==> src/rtl/cond_pkg.sv <==
// Shared types for the banked ARM-style condition unit: condition codes,
// NZCV bit positions and the flag nibble type.
package cond_pkg;

    typedef enum logic [3:0] {
        COND_EQ = 4'b0000,
        COND_NE = 4'b0001,
        COND_HS = 4'b0010,
        COND_LO = 4'b0011,
        COND_MI = 4'b0100,
        COND_PL = 4'b0101,
        COND_VS = 4'b0110,
        COND_VC = 4'b0111,
        COND_HI = 4'b1000,
        COND_LS = 4'b1001,
        COND_GE = 4'b1010,
        COND_LT = 4'b1011,
        COND_GT = 4'b1100,
        COND_LE = 4'b1101,
        COND_AL = 4'b1110,
        COND_NV = 4'b1111
    } cond_e;

    localparam int N_BIT = 3;
    localparam int Z_BIT = 2;
    localparam int C_BIT = 1;
    localparam int V_BIT = 0;

    typedef logic [3:0] flags_t;

endpackage

==> src/rtl/cond_eval.sv <==
// Pure combinational ARM condition-code decode: cond + NZCV -> pass/fail.
module cond_eval
    import cond_pkg::*;
(
    input  logic [3:0] cond,
    input  flags_t     flags,
    output logic       cond_ex
);

    logic n_s, z_s, c_s, v_s;

    assign n_s = flags[N_BIT];
    assign z_s = flags[Z_BIT];
    assign c_s = flags[C_BIT];
    assign v_s = flags[V_BIT];

    // Condition decode table
    always_comb begin
        cond_ex = 1'b0;
        case (cond_e'(cond))
            COND_EQ: cond_ex = z_s;
            COND_NE: cond_ex = !z_s;
            COND_HS: cond_ex = c_s;
            COND_LO: cond_ex = !c_s;
            COND_MI: cond_ex = n_s;
            COND_PL: cond_ex = !n_s;
            COND_VS: cond_ex = v_s;
            COND_VC: cond_ex = !v_s;
            COND_HI: cond_ex = !z_s && c_s;
            COND_LS: cond_ex = z_s || !c_s;
            COND_GE: cond_ex = (n_s == v_s);
            COND_LT: cond_ex = (n_s != v_s);
            COND_GT: cond_ex = !z_s && (n_s == v_s);
            COND_LE: cond_ex = z_s || (n_s != v_s);
            COND_AL: cond_ex = 1'b1;
            COND_NV: cond_ex = 1'b0;
            default: cond_ex = 1'b0;
        endcase
    end

endmodule

==> src/rtl/cond_unit_banked.sv <==
// Banked NZCV condition unit with squash counter and optional flag save-stack
// (enabled by defining COND_FLAG_STACK_EN).
module cond_unit_banked
    import cond_pkg::*;
#(
    parameter int NUM_BANKS   = 2,
    parameter int STACK_DEPTH = 4,
    parameter int CNT_W       = 16,
    localparam int BANK_W     = (NUM_BANKS > 1) ? $clog2(NUM_BANKS) : 1
) (
    input  logic              clk,
    input  logic              rst_n,
    input  logic [BANK_W-1:0] bank_sel,
    input  logic [3:0]        cond,
    input  logic [1:0]        flag_w,
    input  logic [3:0]        alu_flags,
    input  logic              reg_w,
    input  logic              mem_w,
    input  logic              pc_s,
    input  logic              push,
    input  logic              pop,
    output logic              reg_write,
    output logic              mem_write,
    output logic              pc_src,
    output logic              cond_ex,
    output logic [3:0]        flags,
    output logic              stack_full,
    output logic              stack_empty,
    output logic              stack_err,
    output logic [CNT_W-1:0]  squash_cnt
);

    flags_t           bank_q [NUM_BANKS];
    flags_t           bank_d [NUM_BANKS];
    logic [CNT_W-1:0] squash_q, squash_d;
    logic             bank_valid_s;
    flags_t           cur_flags_s;
    logic             cond_raw_s;

    assign bank_valid_s = (32'(bank_sel) < NUM_BANKS);
    assign cur_flags_s  = bank_valid_s ? bank_q[bank_sel] : 4'b0000;

    cond_eval u_cond_eval (
        .cond    (cond),
        .flags   (cur_flags_s),
        .cond_ex (cond_raw_s)
    );

    assign cond_ex   = cond_raw_s && bank_valid_s;
    assign reg_write = reg_w && cond_ex;
    assign mem_write = mem_w && cond_ex;
    assign pc_src    = pc_s && cond_ex;
    assign flags     = cur_flags_s;
    assign squash_cnt = squash_q;

`ifdef COND_FLAG_STACK_EN
    localparam int PTR_W = $clog2(STACK_DEPTH + 1);
    localparam int IDX_W = (STACK_DEPTH > 1) ? $clog2(STACK_DEPTH) : 1;

    flags_t           stack_q [STACK_DEPTH];
    flags_t           stack_d [STACK_DEPTH];
    logic [PTR_W-1:0] occ_q, occ_d, occ_m1_s;
    logic             full_q, full_d, empty_q, empty_d, err_q, err_d;

    assign occ_m1_s    = occ_q - PTR_W'(1);
    assign stack_full  = full_q;
    assign stack_empty = empty_q;
    assign stack_err   = err_q;
`else
    logic unused_stack_s;
    assign unused_stack_s = push ^ pop;
    assign stack_full  = 1'b0;
    assign stack_empty = 1'b1;
    assign stack_err   = 1'b0;
`endif

    // Next-state: flag update, stack traffic (pop overrides the update), squash count
    always_comb begin
        bank_d   = bank_q;
        squash_d = squash_q;
        if (cond_ex) begin
            if (flag_w[1]) begin
                bank_d[bank_sel][3:2] = alu_flags[3:2];
            end else begin
                bank_d[bank_sel][3:2] = bank_q[bank_sel][3:2];
            end
            if (flag_w[0]) begin
                bank_d[bank_sel][1:0] = alu_flags[1:0];
            end else begin
                bank_d[bank_sel][1:0] = bank_q[bank_sel][1:0];
            end
        end else begin
            bank_d = bank_q;
        end
`ifdef COND_FLAG_STACK_EN
        stack_d = stack_q;
        occ_d   = occ_q;
        err_d   = 1'b0;
        if (push && pop) begin
            err_d = 1'b1;
        end else if (push) begin
            if (full_q) begin
                err_d = 1'b1;
            end else begin
                stack_d[occ_q[IDX_W-1:0]] = cur_flags_s;
                occ_d = occ_q + PTR_W'(1);
            end
        end else if (pop) begin
            if (empty_q) begin
                err_d = 1'b1;
            end else begin
                if (bank_valid_s) begin
                    bank_d[bank_sel] = stack_q[occ_m1_s[IDX_W-1:0]];
                end else begin
                    bank_d = bank_d;
                end
                occ_d = occ_m1_s;
            end
        end else begin
            occ_d = occ_q;
        end
        full_d  = (occ_d == PTR_W'(STACK_DEPTH));
        empty_d = (occ_d == PTR_W'(0));
`endif
        if (!cond_ex && (reg_w || mem_w || pc_s) && (squash_q != {CNT_W{1'b1}})) begin
            squash_d = squash_q + CNT_W'(1);
        end else begin
            squash_d = squash_q;
        end
    end

    // State registers with synchronous active-low reset
    always_ff @(posedge clk) begin
        if (!rst_n) begin
            for (int b = 0; b < NUM_BANKS; b++) begin
                bank_q[b] <= 4'b0000;
            end
            squash_q <= '0;
`ifdef COND_FLAG_STACK_EN
            for (int s = 0; s < STACK_DEPTH; s++) begin
                stack_q[s] <= 4'b0000;
            end
            occ_q   <= '0;
            full_q  <= 1'b0;
            empty_q <= 1'b1;
            err_q   <= 1'b0;
`endif
        end else begin
            bank_q   <= bank_d;
            squash_q <= squash_d;
`ifdef COND_FLAG_STACK_EN
            stack_q <= stack_d;
            occ_q   <= occ_d;
            full_q  <= full_d;
            empty_q <= empty_d;
            err_q   <= err_d;
`endif
        end
    end

endmodule

==> config.mk <==
export PLATFORM = sky130hd
export DESIGN_NAME = cond_unit_banked
export DESIGN_NICKNAME = d
export VERILOG_FILES = /design/src/rtl/cond_pkg.sv /design/src/rtl/cond_eval.sv /design/src/rtl/cond_unit_banked.sv
export SDC_FILE = /design/constraint.sdc
export NUM_CORES = 1
export LEC_CHECK = 0
export CORE_ASPECT_RATIO = 1.1
export CORE_MARGIN = 2
export CORE_UTILIZATION = 45
export CTS_CLUSTER_SIZE = 40
export DETAILED_ROUTE_END_ITERATION = 8
export PLACE_DENSITY = 0.85
export SLEW_MARGIN = 0
export SYNTH_ARGS = -nofsm -noshare
export SYNTH_HDL_FRONTEND = slang
export SYNTH_SLANG_ARGS = --single-unit
==> constraint.sdc <==
create_clock -name clk -period 7.75 [get_ports clk]
set_input_delay 1.55 -clock clk [delete_from_list [all_inputs] [get_ports clk]]
set_output_delay 1.55 -clock clk [all_outputs]
set_load 0.02 [all_outputs]
==> out/metrics.yaml, run 1 <==
multiInputGateArea_mm2: 0.00101
synth-seq-cells: 24
ys.warnings.count: 0
diodes: 0
fp.dieW_um: 60.5
grt_pass1_wl_um: 5480
end_kind: "output pin"
start_kind: "input pin"
ios: 45
grtUsageTotal_pct: 17.6
clkTransAtPathRegs_ps: 110
cts.repair.resized: 0
power.leakage_nw: 0.873
syn_area_mm2: 0.00158
cts_htree_levels: 1
rows: 22
die_height_um: 66.2
maxSlewHeadroom_pct: 63.6
tns_ps: 0
powerDensity_mw_per_mm2: 127
placed_cell_area_mm2: 0.00199
synth_cell_types: 45
root_buffer: "clkbuf_4"
dp_hpwl_um: 2520
post_cts_buffers: 0
drtPass1Iterations: 4
finalInstanceArea_mm2: 0.00201
die-area_mm2: 0.00401
insertion_delay_ps: 300
ant_nets: 0
ff2ff_path_depth: 8
gp_congestion: 0.803
hp-class: "reg -> reg"
nets: 234
nFillCells: 325
tightest_slew_ps: 544
num_vias: 1372
port_buffers: 39
hold_ws_ps: 473
drt-initial-drc-count: 52
status: "finished clean"
dp_cells: 258
drc_errors: 0
whs_path_depth: 2
antenna_found_initial: 0
period_minus_slack_ps: 6070
cp_max_fo: 9
cts_tree: "yes"
cts_buffer_depth: 2
cts_buffers: 3
area_growth_pct: 27.1
finalWirelength_um: 3290
rsz0062_at_grt: "no"
hold_buffers: 0
numClockSinks: 24
avgSynthCellArea_um2: 8.84
routedWlPerCell_um: 12.6
maxCapViolCount: 0
crit_type: "in -> out"
grt_max_degree: 41
vdd_drop_max_mv: 0.0983
finalClockSkew_ps: 10.4
yosysSeqAreaShare_pct: 30.4
gr-total-overflow: 0
cp.arrival_ps: 4520
core-area_mm2: 0.00336
slew_viol_final: 0
worstPathRequired_ps: 6200
drive_above_1_share_pct: 8.92
seq_area_um2: 480
period_share_pct: 78.4
synth_edf_count: 0
grt_pass1_vias: 1310
finalSetupViolations: 0
start_util_pct: 47.1
hold_viol: 0
fin_cells: 261
synthArstFlopShare_pct: 0
ys.flop_type: "dfxtp_1"
maxClockFrequency_ghz: 0.165
routed_via_density: 5.26
netlist_instances: 179
## layer usage
layer  wire length, um  GRT usage, %
met5                 0             0
met4                74          6.52
met3               123          2.54
met2              1580          30.6
met1              1520          21.7
## logic make-up after synthesis
| group | share of synthesized area [%] |
|---|---|
| AO/OA/AOI/OAI | 8.55 |
| XOR/XNOR | 2.22 |
| AND/OR/NAND/NOR | 35.3 |
| flip-flops | 30.4 |
| other | 0.475 |
| adder cells (fa/ha/maj) | 0.791 |
| multiplexers | 16.6 |
| buffers and inverters | 5.70 |
## sequential cells by signal, indices dropped and copies added (netlist names)
register	cells
bank_q	8
squash_cnt	16
## Yosys cell counts, drive strengths merged, types with 2 or more instances
| cell type | instances | area (um2) |
|---|---|---|
| nor2 | 4 | 31.3 |
| a21oi | 2 | 10.0 |
| nand4 | 6 | 37.5 |
| nor2b | 3 | 18.8 |
| nand2 | 32 | 120 |
| nor3 | 5 | 36.3 |
| xor2 | 3 | 26.3 |
| inv | 7 | 33.8 |
| a32oi | 3 | 26.3 |
| nand2b | 11 | 68.8 |
| conb | 2 | 7.51 |
| o21ai | 4 | 20.0 |
| nor4 | 4 | 37.5 |
| nand3 | 6 | 40.0 |
| mux2 | 2 | 30.0 |
| mux2i | 22 | 233 |
| and3 | 6 | 37.5 |
| buf | 5 | 37.5 |
| and2 | 5 | 31.3 |
| clkbuf | 5 | 18.8 |
| dfxtp | 24 | 480 |
| nand3b | 4 | 55.1 |
## cell type report
type                       instances  share of cell area [%]
multi-input combinational        139                    50.5
tap                               48                    2.99
inverter                           7                    1.68
clock buffer                       3                    1.12
timing repair buffer              40                    19.8
sequential                        24                    23.9
## path summary, 6_finish.rpt
check | to | slack [ps] | from
max | pc_src | 1680 | bank_sel
min | bank_q[5] | 470 | bank_q[5]
max reg2reg | squash_cnt[14] | 5550 | bank_q[0]
min reg2reg | bank_q[5] | 470 | bank_q[5]
## cell usage in the layout (no fill, tap or decap), types with 2 or more instances in the layout
master | Yosys | routed
dfxtp_1 | 24 | 24
nor4_2 | 2 | 2
and2_1 | 5 | 5
clkbuf_4 | 0 | 3
nor3_1 | 4 | 4
nor2_1 | 3 | 3
conb_1 | 2 | 3
a21oi_1 | 2 | 2
clkdlybuf4s50_1 | 0 | 39
nand4_1 | 6 | 6
nand2_1 | 32 | 32
xor2_1 | 3 | 3
nor2b_1 | 3 | 3
inv_1 | 6 | 6
a32oi_1 | 3 | 3
and3_1 | 6 | 6
nand3_1 | 4 | 4
o21ai_0 | 4 | 4
nand3b_4 | 2 | 2
mux2_4 | 2 | 2
nor4_1 | 2 | 2
nand3b_1 | 2 | 2
nand2b_1 | 11 | 11
nand3_2 | 2 | 2
mux2i_1 | 21 | 21
## power breakdown
group	internal, mW	total [mW]	switching, mW
Clock	0.0181	0.0520	0.0339
Sequential	0.127	0.132	0.00428
Combinational	0.0324	0.0712	0.0388
Total	0.178	0.255	0.0770
## through the flow
step                utilization [%]  setup WS [ps]  total power, mW
floorplan                         -           2940            0.181
global placement               59.2           1710            0.205
detailed placement             59.2           1680            0.206
CTS                            59.8           1670            0.258
global route                   59.8           1560            0.269
finish                         59.8           1680            0.255
## critical path: stages
cell and delay [ps]:
clkdlybuf4s50_1 810, mux2i_1 200, or4b_1 490, a311o_1 370, o311ai_4 150, nor2_8 110, inv_8 120, and2_1 130
clkdlybuf4s50_1 590
No activity file was read; power rests on OpenSTA's default activity.
==> run 2: changes to the inputs <==
Clock period 7.75 ns to 6.15 ns, I/O delays scaled along.
==> run 2 against run 1 <==
  * Sequential cell count is the same
  * Critical endpoint unchanged
  * Largest power group unchanged
  * Setup slack lost 920 ps
  * Via count grew 0.51%
  * Clock power grew 60%
  * Non-clock buffer count is the same
  * Sequential share of layout area shrank 0.16 points
  * Combinational power grew 25%
  * Final cell count grew 0.38%
  * Worst hold slack lost 1.7 ps
==> out/metrics.yaml, run 2 (synthesis gave the netlist of run 1 again) <==
fp.dieW_um: 60.5  # unchanged
cts_htree_levels: 1  # unchanged
nets: 234  # unchanged
finalClockSkew_ps: 1.41  # was 10.4 ps
dpl_worst_slack_ps: 728  # was 1680 ps
crit_type: "in -> out"  # unchanged
cp.arrival_ps: 4160  # was 4520 ps
fin_ws_ps: 755  # was 1680 ps
maxCapViolCount: 0  # unchanged
placed_cell_area_mm2: 0.00199  # unchanged
rsz0062_at_grt: "no"  # unchanged
num_vias: 1379  # was 1372
crit_top_cell: "clkdlybuf4s50_1"  # unchanged
layout_common_cells: "clkdlybuf4s50_1, nand2_1, dfxtp_1"  # unchanged
drive_above_1_share_pct: 9.35  # was 8.92%
grt_pass1_wl_um: 5150  # was 5480 um
finalSetupViolations: 0  # unchanged
ios: 45  # unchanged
fin_util_pct: 60.2  # was 59.8%
cts_buffer_depth: 2  # unchanged
routed_via_density: 5.26  # about the same
start_util_pct: 47.1  # unchanged
insertion_delay_ps: 310  # was 300 ps
start_kind: "input pin"  # unchanged
clkTransAtPathRegs_ps: 130  # was 110 ps
rows: 22  # unchanged
cts.repair.resized: 0  # unchanged
slew_viol_final: 0  # unchanged
p_total_mw: 0.338  # was 0.255 mW
period_minus_slack_ps: 5390
die_height_um: 66.2  # unchanged
worstPathRequired_ps: 4920  # was 6200 ps
period_share_pct: 87.7
dp_hpwl_um: 2410  # was 2520 um
cts_buffers: 3  # unchanged
final_common_cell: "clkdlybuf4s50_1"  # unchanged
drc_errors: 0  # unchanged
cpMaxStageDelayCell: "clkdlybuf4s50_1"  # unchanged
grt_max_degree: 41  # unchanged
diodes: 0  # unchanged
hp-class: "reg -> reg"  # unchanged
vdd_drop_max_mv: 0.119  # was 0.0983 mV
status: "finished clean"  # unchanged
grt_pass1_vias: 1198  # was 1310
gr-total-overflow: 0  # unchanged
tns_ps: 0  # unchanged
finalWirelength_um: 3120  # was 3290 um
finalInstanceArea_mm2: 0.00202  # was 0.00201 mm2
largest_reg_flops: 16  # unchanged
powerDensity_mw_per_mm2: 167  # was 127 mW/mm2
routedWlPerCell_um: 11.9  # was 12.6 um
antenna_found_initial: 0  # unchanged
hold_viol: 0  # unchanged
die-area_mm2: 0.00401  # unchanged
path_cells: "clkdlybuf4s50_1 > mux2i_1 > or4b_1 > a311o_1 > o311ai_4 > nor2_8 > inv_8 > and2_1 > clkdlybuf4s50_1"  # unchanged
numClockSinks: 24  # unchanged
gp_congestion: 0.811  # was 0.803
area_growth_pct: 27.9  # was 27.1%
end_kind: "output pin"  # unchanged
cts_tree: "yes"  # unchanged
maxClockFrequency_ghz: 0.185
drtPass1Iterations: 4  # unchanged
ant_nets: 0  # unchanged
post_cts_buffers: 0  # unchanged
port_buffers: 39  # unchanged
core-area_mm2: 0.00336  # unchanged
drt-initial-drc-count: 68  # was 52
maxSlewHeadroom_pct: 65.5  # was 63.6%
cp_max_fo: 9  # unchanged
tightest_slew_ps: 516  # was 544 ps
slowest_delay_ps: 790  # was 810 ps
root_buffer: "clkbuf_4"  # unchanged
hold_buffers: 0  # unchanged
grtUsageTotal_pct: 16.6  # was 17.6%
power.leakage_nw: 0.880  # was 0.873 nW
==> run 2: cell count changes in the layout (fill, tap and decap cells not counted), sizes merged <==
cell	delta
clkbuf	+1
==> run 2: routing by layer <==
| metal | share of wire, % | global-route usage, % | up-vias | wire, um |
|---|---|---|---|---|
| li1 | - | - | 704 | - |
| met4 | 2.1 | 7.34 | 0 | 67 |
| met3 | 3.8 | 1.37 | 6 | 120 |
| met2 | 48 | 27.6 | 32 | 1490 |
| met1 | 46 | 21.7 | 637 | 1440 |
| met5 | 0 | 0 | - | 0 |
==> run 2: worst max-delay path, delay by kind of cell <==
| family | cells | cell delay [ps] |
|---|---|---|
| AOI/OAI and AO/OA | 2 | 520 |
| buffers and inverters | 3 | 1490 |
| muxes | 1 | 190 |
| and+or+nand+nor | 3 | 720 |
==> run 2: area by class of cell <==
| cell class | instances | area, um2 |
|---|---|---|
| Timing Repair Buffer | 40 | 398 |
| Sequential cell | 24 | 480 |
| Multi-Input combinational cell | 139 | 1010 |
| Fill cell | 302 | 1340 |
| Inverter | 7 | 33.8 |
| Tap cell | 48 | 60.1 |
| Clock buffer | 4 | 36.3 |
==> run 2: per-stage QoR <==
| stage | hold WS (ps) | cells |
|---|---|---|
| 2_1_floorplan | 438 | 180 |
| 3_3_place_gp | 447 | 258 |
| 3_5_place_dp | 458 | 258 |
| 4_1_cts | 476 | 262 |
| 5_1_grt | 510 | 262 |
| 6_report | 472 | 262 |
==> run 2: path summary, 6_finish.rpt <==
path	startpoint	to	slack, ps	depth (start not counted)
max	bank_sel	pc_src	760	9
min	bank_q[5]	bank_q[5]	470	2
max reg2reg	bank_q[0]	squash_cnt[7]	3930	7
min reg2reg	bank_q[5]	bank_q[5]	470	2
==> run 2: where the power goes <==
part	internal (mW)	switching [mW]
registers	0.161	0.00557
logic	0.0408	0.0483
clock network	0.0362	0.0470
total	0.238	0.101
==> run 3: changes to the inputs <==
Settings changed: CORE_UTILIZATION 45 to 47, PLACE_DENSITY 0.85 to 0.88.
==> run 3 against run 2 <==
  * Sequential cell count unchanged
  * Via count decreased by 2.6%
  * Sequential power about the same
  * Critical path depth unchanged
  * Total power decreased by 0.51%
  * Highest routed layer unchanged
  * Setup slack about the same
  * Non-clock buffer count unchanged
  * Combinational power about the same
  * Count of clock-buffer cells in the layout unchanged
  * Register-to-register slack improved by 20 ps
==> out/metrics.yaml, run 3 (synthesis gave the netlist of run 1 again) <==
status: "finished clean"  # unchanged
worstPathRequired_ps: 4920  # about the same
num_vias: 1343  # was 1379
port_buffers: 39  # unchanged
nets: 234  # unchanged
routed_via_density: 5.37  # was 5.26
finalWirelength_um: 3160  # was 3120 um
area_growth_pct: 27.0  # was 27.9%
slew_viol_final: 0  # unchanged
gr-total-overflow: 0  # unchanged
finalInstanceArea_mm2: 0.00201  # was 0.00202 mm2
drtPass1Iterations: 4  # unchanged
start_util_pct: 48.3  # was 47.1%
post_cts_buffers: 0  # unchanged
cts_tree: "yes"  # unchanged
clkTransAtPathRegs_ps: 130  # about the same
layout_common_cells: "clkdlybuf4s50_1, nand2_1, dfxtp_1"  # unchanged
drt-initial-drc-count: 40  # was 68
numClockSinks: 24  # unchanged
dp_hpwl_um: 2400  # was 2410 um
drc_errors: 0  # unchanged
hp-class: "reg -> reg"  # unchanged
period_share_pct: 87.7  # about the same
final_common_cell: "clkdlybuf4s50_1"  # unchanged
root_buffer: "clkbuf_4"  # unchanged
die_height_um: 64.8  # was 66.2 um
ios: 45  # unchanged
dp_cells: 246  # was 258
maxCapViolCount: 0  # unchanged
maxSlewHeadroom_pct: 63.9  # was 65.5%
rows: 22  # unchanged
period_minus_slack_ps: 5390  # about the same
cts_buffer_depth: 2  # unchanged
power.leakage_nw: 0.880  # unchanged
end_kind: "output pin"  # unchanged
grt_pass1_wl_um: 5090  # was 5150 um
fp.dieW_um: 59.3  # was 60.5 um
grt_max_degree: 41  # unchanged
hold_viol: 0  # unchanged
hold_ws_ps: 471  # was 472 ps
start_kind: "input pin"  # unchanged
hold_buffers: 0  # unchanged
grtUsageTotal_pct: 16.4  # was 16.6%
largest_reg_flops: 16  # unchanged
tightest_slew_ps: 540  # was 516 ps
cts_buffers: 3  # unchanged
antenna_found_initial: 0  # unchanged
diodes: 0  # unchanged
fin_cells: 250  # was 262
insertion_delay_ps: 300  # was 310 ps
rsz0062_at_grt: "no"  # unchanged
ant_nets: 0  # unchanged
die-area_mm2: 0.00385  # was 0.00401 mm2
finalSetupViolations: 0  # unchanged
drive_above_1_share_pct: 9.35  # unchanged
grt_pass1_vias: 1204  # was 1198
gp_congestion: 0.788  # was 0.811
powerDensity_mw_per_mm2: 168  # was 167 mW/mm2
cp_max_fo: 9  # unchanged
finalClockSkew_ps: 2.34  # was 1.41 ps
cts_htree_levels: 1  # unchanged
tns_ps: 0  # unchanged
crit_type: "in -> out"  # unchanged
core-area_mm2: 0.00328  # was 0.00336 mm2
vdd_drop_max_mv: 0.122  # was 0.119 mV
routedWlPerCell_um: 12.6  # was 11.9 um
maxClockFrequency_ghz: 0.185  # about the same
nFillCells: 298  # was 302
cp.arrival_ps: 4160  # about the same
placed_cell_area_mm2: 0.00197  # was 0.00199 mm2
cts.repair.resized: 0  # unchanged
==> run 3: cell counts in the layout (fill, tap and decap cells not counted) <==
No cell type changed its count.
==> run 3: routing by layer <==
metal,up-vias,GRT usage (%),part of all wire [%]
li1,704,-,-
met1,611,20.9,47
met2,26,28.7,49
met3,2,2.00,3.6
met4,0,4.26,0.92
met5,-,0,0
==> run 3: layout make-up <==
class / instances / area (um2) / area share, %
multi-input combinational: 139 / 1010 / 50.5
sequential: 24 / 480 / 23.9
timing repair buffer: 40 / 398 / 19.8
tap: 36 / 45.0 / 2.24
clock buffer: 4 / 36.3 / 1.81
inverter: 7 / 33.8 / 1.68
==> run 3: report_power, final <==
| group | switching, mW | internal (mW) | leakage (nW) |
|---|---|---|---|
| Combinational | 0.0485 | 0.0408 | 0.665 |
| Sequential | 0.00572 | 0.161 | 0.194 |
| Clock | 0.0450 | 0.0361 | 0.0210 |
| Total | 0.0992 | 0.237 | 0.880 |
==> run 3: worst max-delay path, stage by stage <==
cell and delay (ps):
clkdlybuf4s50_1 810, mux2i_1 200, or4b_1 480, a311o_1 360, o311ai_4 140, nor2_8 110, inv_8 110, and2_1 120
clkdlybuf4s50_1 590
==> run 3: path summary, 6_finish.rpt <==
| path | from | end | slack, ps | depth (start not counted) |
|---|---|---|---|---|
| max | bank_sel | mem_write | 760 | 9 |
| min | bank_q[5] | bank_q[5] | 470 | 2 |
| max reg2reg | bank_q[0] | squash_cnt[14] | 3950 | 8 |
| min reg2reg | bank_q[5] | bank_q[5] | 470 | 2 |
==> run 3: metrics by stage <==
stage	utilization [%]	total power, mW	setup WS (ps)
after floorplan	-	0.228	1980
after global placement	60.2	0.258	753
after detailed placement	60.2	0.259	733
after CTS	61.3	0.340	735
after global routing	61.3	0.353	590
final	61.3	0.337	755
